`src/rtl/op_seq_pkg.sv`:
```
// Shared types and helpers for the operand sequencer and its result FIFO.
package op_seq_pkg;

  typedef enum logic [1:0] {
    OP_ADD = 2'b00,
    OP_SUB = 2'b01,
    OP_AND = 2'b10,
    OP_XOR = 2'b11
  } op_e;

  typedef enum logic [1:0] {
    IDLE,
    RUN,
    DRAIN,
    DONE
  } state_e;

  // Next address in a window that wraps at depth-1; depth need not be a power of two.
  function automatic int unsigned wrap_inc(input int unsigned addr, input int unsigned depth);
    if (addr == depth - 1) return 0;
    return addr + 1;
  endfunction

endpackage

```
`src/rtl/op_seq_ctrl_fifo.sv`:
```
// Two-entry FIFO holding {address, result} pairs on their way to the result memory.
module seq_result_fifo #(
  parameter int AW = 3,
  parameter int DW = 32
) (
  input  logic          clk,
  input  logic          rst_n,
  input  logic          push,
  input  logic [AW-1:0] push_addr,
  input  logic [DW-1:0] push_data,
  input  logic          pop,
  output logic          valid,
  output logic [AW-1:0] head_addr,
  output logic [DW-1:0] head_data,
  output logic [1:0]    occupancy
);

  logic [AW+DW-1:0] entries [2];
  logic             wr_ptr;
  logic             rd_ptr;
  logic [1:0]       cnt;
  logic             do_pop;
  logic             do_push;

  assign do_pop  = pop && (cnt != 2'd0);
  assign do_push = push && ((cnt != 2'd2) || do_pop);

  // Storage, pointers and occupancy; a simultaneous push and pop leaves occupancy unchanged.
  always_ff @(posedge clk or negedge rst_n) begin
    if (!rst_n) begin
      entries[0] <= '0;
      entries[1] <= '0;
      wr_ptr     <= 1'b0;
      rd_ptr     <= 1'b0;
      cnt        <= 2'd0;
    end else begin
      if (do_push) begin
        entries[wr_ptr] <= {push_addr, push_data};
        wr_ptr          <= ~wr_ptr;
      end
      if (do_pop) begin
        rd_ptr <= ~rd_ptr;
      end
      cnt <= cnt + 2'(do_push) - 2'(do_pop);
    end
  end

  assign valid                  = (cnt != 2'd0);
  assign {head_addr, head_data} = entries[rd_ptr];
  assign occupancy              = cnt;

endmodule

```
`src/rtl/op_seq_ctrl.sv`:
```
// Start/busy/done sequencer: reads operand pairs over a wrapping address window,
// applies the latched operation and streams results out through a 2-entry FIFO.
module op_seq_ctrl
  import op_seq_pkg::*;
#(
  parameter  int MEM_DEPTH = 8,
  parameter  int MEM_WIDTH = 32,
  localparam int AW = (MEM_DEPTH > 1) ? $clog2(MEM_DEPTH) : 1,
  localparam int CW = $clog2(MEM_DEPTH + 1)
) (
  input  logic                 clk_i,
  input  logic                 rst_ni,
  input  logic                 start_i,
  input  logic [AW-1:0]        base_addr_i,
  input  logic [CW-1:0]        count_i,
  input  logic [1:0]           op_i,
  output logic                 busy_o,
  output logic                 done_o,
  output logic                 rd_en_o,
  output logic [AW-1:0]        rd_addr_o,
  input  logic [MEM_WIDTH-1:0] operand1_i,
  input  logic [MEM_WIDTH-1:0] operand2_i,
  output logic                 wr_valid_o,
  input  logic                 wr_ready_i,
  output logic [AW-1:0]        wr_addr_o,
  output logic [MEM_WIDTH-1:0] wr_data_o
);

  state_e               state;
  op_e                  op_q;
  logic [CW-1:0]        count_q;
  logic [CW-1:0]        count_clamped;
  logic [CW-1:0]        issued;
  logic [CW-1:0]        written;
  logic [CW-1:0]        written_next;
  logic [AW-1:0]        addr_q;
  logic [AW-1:0]        inflight_addr;
  logic                 inflight;
  logic [1:0]           occupancy;
  logic                 pop;
  logic                 rd_en;
  logic                 can_issue;
  logic [2:0]           credit_sum;
  logic [MEM_WIDTH-1:0] result;

  assign count_clamped = (count_i > CW'(MEM_DEPTH)) ? CW'(MEM_DEPTH) : count_i;
  assign pop           = wr_valid_o && wr_ready_i;
  assign written_next  = written + CW'(pop);

  // Reads in flight plus queued results must stay below two once this cycle's pop is counted,
  // so the FIFO can never overflow.
  assign credit_sum = 3'(occupancy) + 3'(inflight);
  assign can_issue  = credit_sum < (3'd2 + 3'(pop));
  assign rd_en      = (state == RUN) && (issued < count_q) && can_issue;

  assign rd_en_o   = rd_en;
  assign rd_addr_o = addr_q;
  assign busy_o    = (state != IDLE);
  assign done_o    = (state == DONE);

  // Control FSM: latches the request at start, walks the address window, then waits for the last write.
  always_ff @(posedge clk_i or negedge rst_ni) begin
    if (!rst_ni) begin
      state   <= IDLE;
      op_q    <= OP_ADD;
      count_q <= '0;
      issued  <= '0;
      written <= '0;
      addr_q  <= '0;
    end else begin
      if (pop) begin
        written <= written_next;
      end
      unique case (state)
        IDLE: begin
          if (start_i) begin
            op_q    <= op_e'(op_i);
            count_q <= count_clamped;
            addr_q  <= base_addr_i;
            issued  <= '0;
            written <= '0;
            state   <= (count_clamped == '0) ? DONE : RUN;
          end
        end
        RUN: begin
          if (rd_en) begin
            issued <= issued + CW'(1);
            addr_q <= AW'(wrap_inc(32'(addr_q), 32'(MEM_DEPTH)));
            if ((issued + CW'(1)) == count_q) begin
              state <= DRAIN;
            end
          end
        end
        DRAIN: begin
          if ((written_next == count_q) && !inflight) begin
            state <= DONE;
          end
        end
        DONE: begin
          state <= IDLE;
        end
        default: begin
          state <= IDLE;
        end
      endcase
    end
  end

  // Tracks the single read whose operands arrive next cycle, along with its address.
  always_ff @(posedge clk_i or negedge rst_ni) begin
    if (!rst_ni) begin
      inflight      <= 1'b0;
      inflight_addr <= '0;
    end else begin
      inflight      <= rd_en;
      inflight_addr <= addr_q;
    end
  end

  // Result of the latched operation on the operand pair currently on the read bus.
  always_comb begin
    result = '0;
    case (op_q)
      OP_ADD:  result = operand1_i + operand2_i;
      OP_SUB:  result = operand1_i - operand2_i;
      OP_AND:  result = operand1_i & operand2_i;
      OP_XOR:  result = operand1_i ^ operand2_i;
      default: result = '0;
    endcase
  end

  seq_result_fifo #(
    .AW(AW),
    .DW(MEM_WIDTH)
  ) u_fifo (
    .clk       (clk_i),
    .rst_n     (rst_ni),
    .push      (inflight),
    .push_addr (inflight_addr),
    .push_data (result),
    .pop       (pop),
    .valid     (wr_valid_o),
    .head_addr (wr_addr_o),
    .head_data (wr_data_o),
    .occupancy (occupancy)
  );

endmodule

```
`config.mk`:
```
export PLATFORM = sky130hd
export DESIGN_NAME = op_seq_ctrl
export DESIGN_NICKNAME = d
export VERILOG_FILES = /design/src/rtl/op_seq_pkg.sv /design/src/rtl/op_seq_ctrl_fifo.sv /design/src/rtl/op_seq_ctrl.sv
export SDC_FILE = /design/constraint.sdc
export NUM_CORES = 1
export LEC_CHECK = 0
export CAP_MARGIN = 20
export CORE_MARGIN = 3
export CORE_UTILIZATION = 55
export DETAILED_ROUTE_END_ITERATION = 7
export GPL_TIMING_DRIVEN = 0
export PLACE_DENSITY_LB_ADDON = 0.2
export SLEW_MARGIN = 0
export SYNTH_ARGS = -nofsm -noshare
export SYNTH_HDL_FRONTEND = slang
export SYNTH_SLANG_ARGS = --single-unit
```
`constraint.sdc`:
```
create_clock -name clk_i -period 4.5 [get_ports clk_i]
set_clock_uncertainty 0.05 [all_clocks]
set_input_delay 0.45 -clock clk_i [delete_from_list [all_inputs] [get_ports clk_i]]
set_output_delay 0.45 -clock clk_i [all_outputs]
set_load 0.02 [all_outputs]
```
==> reports/results.ini <==
[synthesis]
synth-seq-cells=97
yosys_warnings=0
yosysTopAreaCellShare_pct=30.5
synth_edf_count=0
syn_area_um2=7960
seq_area_frac_synth_pct=30.5
syn-num-nets=1030
yosysTopAreaCell=dfrtp_1
postSynthCellCount=870
ys_types=69
synthArstFlopShare_pct=100
synth_area_per_cell_um2=9.15
ys_top_cells_by_area=dfrtp_1, ha_1, mux2_2, nand2_1, xnor2_1
synth_ff_type=dfrtp_1

[run_status]
status=finished, final reports clean

[global_route]
grt_antenna_before_repair=0
busiest_layer=met2
use_met3_pct=4.29
met1_usage_pct=36.9
grt.met2_usage_pct=43.4
grt_pass1_wl_um=34500
grt_max_degree=68
grt_pass1_vias=6871
overflow=0
track_usage_pct=26.6

[floorplanning]
std_cell_rows=43
start_util_pct=56.7
io_pins=119
core_region_area_um2=14000
dieArea_um2=16000
die_y_um=126
die_x_um=126

[worst_setup_path]
crit_arrival_ns=4.51
crit_path_end_kind=flop
path_class=input pin to flop
start_kind=input pin
cpMostUsedCell=xor2_1
cpPeakStageDelay_ns=0.52
crit_chain=clkdlybuf4s50_1 -> nor3_4 -> nand2b_1 -> or3_4 -> or2_4 -> o21ai_0 -> xor2_1 -> ha_1 -> clkbuf_1 -> nand2_1 -> o31ai_1 -> nand3_1 -> a41o_1 -> xor2_1 -> o21ai_1 -> mux2_2
cp.required_ns=4.68
cp_slowest_cell=clkdlybuf4s50_1
critPathMaxFanout=8

[timing]
period_share_pct=96.3
fin_crit_ns=4.33
finalMaxSlewViolations=0
clock.fmax_mhz=231
setup-violations-final=0
hold_violations=0
timing.slew.headroom_pct=46.1
fin_setup_tns_ns=0
tightest_slew_ns=0.808

[detailed_routing]
routed_wirelength_um=21200
vias=6882
wire_per_inst_um=17.9
drt_iter0_drc=446
viasPerCell=5.81
drt_drc_violations_left=0
ant_nets=0
firstDrtPassIters=5

[cts]
cts.sinks=97
cts_buffers=9
clk_pin_slew_ns=0.06
cts_tree=yes
worstSkewPairLatency_ns=0.34
clockBufferDepth=2
h-tree-depth=3
cts-root-buf=clkbuf_16

[power]
p_per_area_nw_per_um2=716
p_leak_nw=4.41
vdd_drop_max_mv=0.632
finalPower_w=0.00704

[cells_and_area]
area_delta_synth_final_pct=23.4
layout-drive-gt1-share_pct=14.6
fin_cells=1184
fin_nets=1159
layout_commonest_cell=clkdlybuf4s50_1
diodes=0
nFillCells=1118
final_cell_mix=clkdlybuf4s50_1, nand2_1, dfrtp_1
finalInstanceArea_um2=9830

[placed_design]
placed_cell_area_um2=9400
gp_congestion=0.934
io_buffer_count=118
place_inst=1169
hpwlAfterDp_um=16400

[flow_run]
drv_cap=0

[min_path]
hold_path.class=flop to flop

registers in the layout, summed over array words and instances, names as in the netlist:
name	flops
count_q	4
inflight	1
inflight_addr	3
issued	4
op_q	2
rd_addr_o	3
state	2
u_fifo.entries	70
u_fifo.occupancy	2
u_fifo.rd_ptr	1
u_fifo.wr_ptr	1
written	4
through the flow:
step / hold slack, ns / util (%) / worst slack [ns]
global placement: 0.374 / 66.7 / -0.636
CTS: 0.381 / 69.3 / 0.0260
global route: 0.388 / 70.0 / -0.00492
finish: 0.380 / 70.0 / 0.168
floorplan: 0.104 / - / 0.548
detailed placement: 0.360 / 66.9 / -0.604
Yosys cell counts (2+ instances only):
cell      number
inv_1         25
ha_1          82
xor2_1        30
o31ai_1       10
clkbuf_1      28
nor4_1         5
a41oi_1        2
a22o_1         2
buf_1          9
a21oi_1       50
xnor2_1       40
o211ai_1       7
a221oi_1       3
o21bai_1       3
dfrtp_1       97
nor4b_1        2
or4_1          3
o41ai_1        3
nor2b_1        6
a211oi_1       5
mux2_2        85
a311oi_1       2
buf_2          3
a21o_1        15
o21a_1         5
nand4_1       10
o21ai_0       60
nor2_1        47
and3_1         2
nand2_1      111
nor3_1        11
mux2i_1       23
a31o_2         2
a31oi_1        5
o21ai_1        9
nand2b_1      17
or3_1          6
or2_2          3
nand3_1       12
report_power, final:
part	switching [W]	leakage [nW]	internal, W
registers	0.000244	1.22	0.00127
clock network	0.000325	0.143	0.000405
logic	0.00270	3.05	0.00210
total	0.00327	4.41	0.00377
layer usage:
| metal | up-vias | part of all wire [%] |
|---|---|---|
| li1 | 3374 | - |
| met1 | 3275 | 47 |
| met2 | 198 | 46 |
| met3 | 35 | 4.9 |
| met4 | 0 | 2.3 |
| met5 | - | 0 |
timing repair:
action                                  CTS  global route
pin swaps                                 3             5
buffers inserted                          3             1
hold buffers                              1             0
gates resized for setup                   5            29
cloned                                    0             0
hold endpoints to repair                 30             0
endpoints found under the setup margin   20            25
cell families (layout without fill, tap and decap cells):
| kind of cell | Yosys count | after routing | share of synthesized area (%) |
|---|---|---|---|
| buf+inv | 65 | 199 | 3.11 |
| compound gates | 200 | 200 | 15.8 |
| xor+xnor | 70 | 70 | 7.70 |
| simple gates | 247 | 247 | 14.8 |
| mux | 108 | 108 | 14.9 |
| fa+ha+maj | 83 | 83 | 13.1 |
| flops | 97 | 97 | 30.5 |
critical path: cells and delay by family:
kind,cells,cell delay [ns]
xor+xnor,2,0.26
mux,1,0.29
fa+ha+maj,1,0.28
buf+inv,2,0.84
simple gates,6,1.38
compound gates,4,1.01
final cells by class:
class | count | area [µm²] | area share, %
plain buffers | 34 | 138 | 1.40
clock buffers | 12 | 256 | 2.61
clock inverters | 4 | 27.5 | 0.280
inverters | 25 | 93.8 | 0.955
multi-input cells | 708 | 5400 | 55.0
flip-flops and latches | 97 | 2430 | 24.7
well taps | 180 | 225 | 2.29
repair buffers | 124 | 1260 | 12.8
final timing paths:
| path | start | end | slack, ns | cells after the start |
|---|---|---|---|---|
| max | operand2_i[7] | u_fifo.entries[29] | 0.17 | 16 |
| min | rd_addr_o[1] | inflight_addr[1] | 0.38 | 0 |
| max reg2reg | op_q[0] | u_fifo.entries[61] | 0.26 | 13 |
| min reg2reg | rd_addr_o[1] | inflight_addr[1] | 0.38 | 0 |
| max in group asynchronous | rst_ni | u_fifo.entries[28] | 3.21 | 3 |
| min in group asynchronous | rst_ni | u_fifo.entries[43] | 0.53 | 2 |
Note: power is estimated with default switching activity, not from simulation.
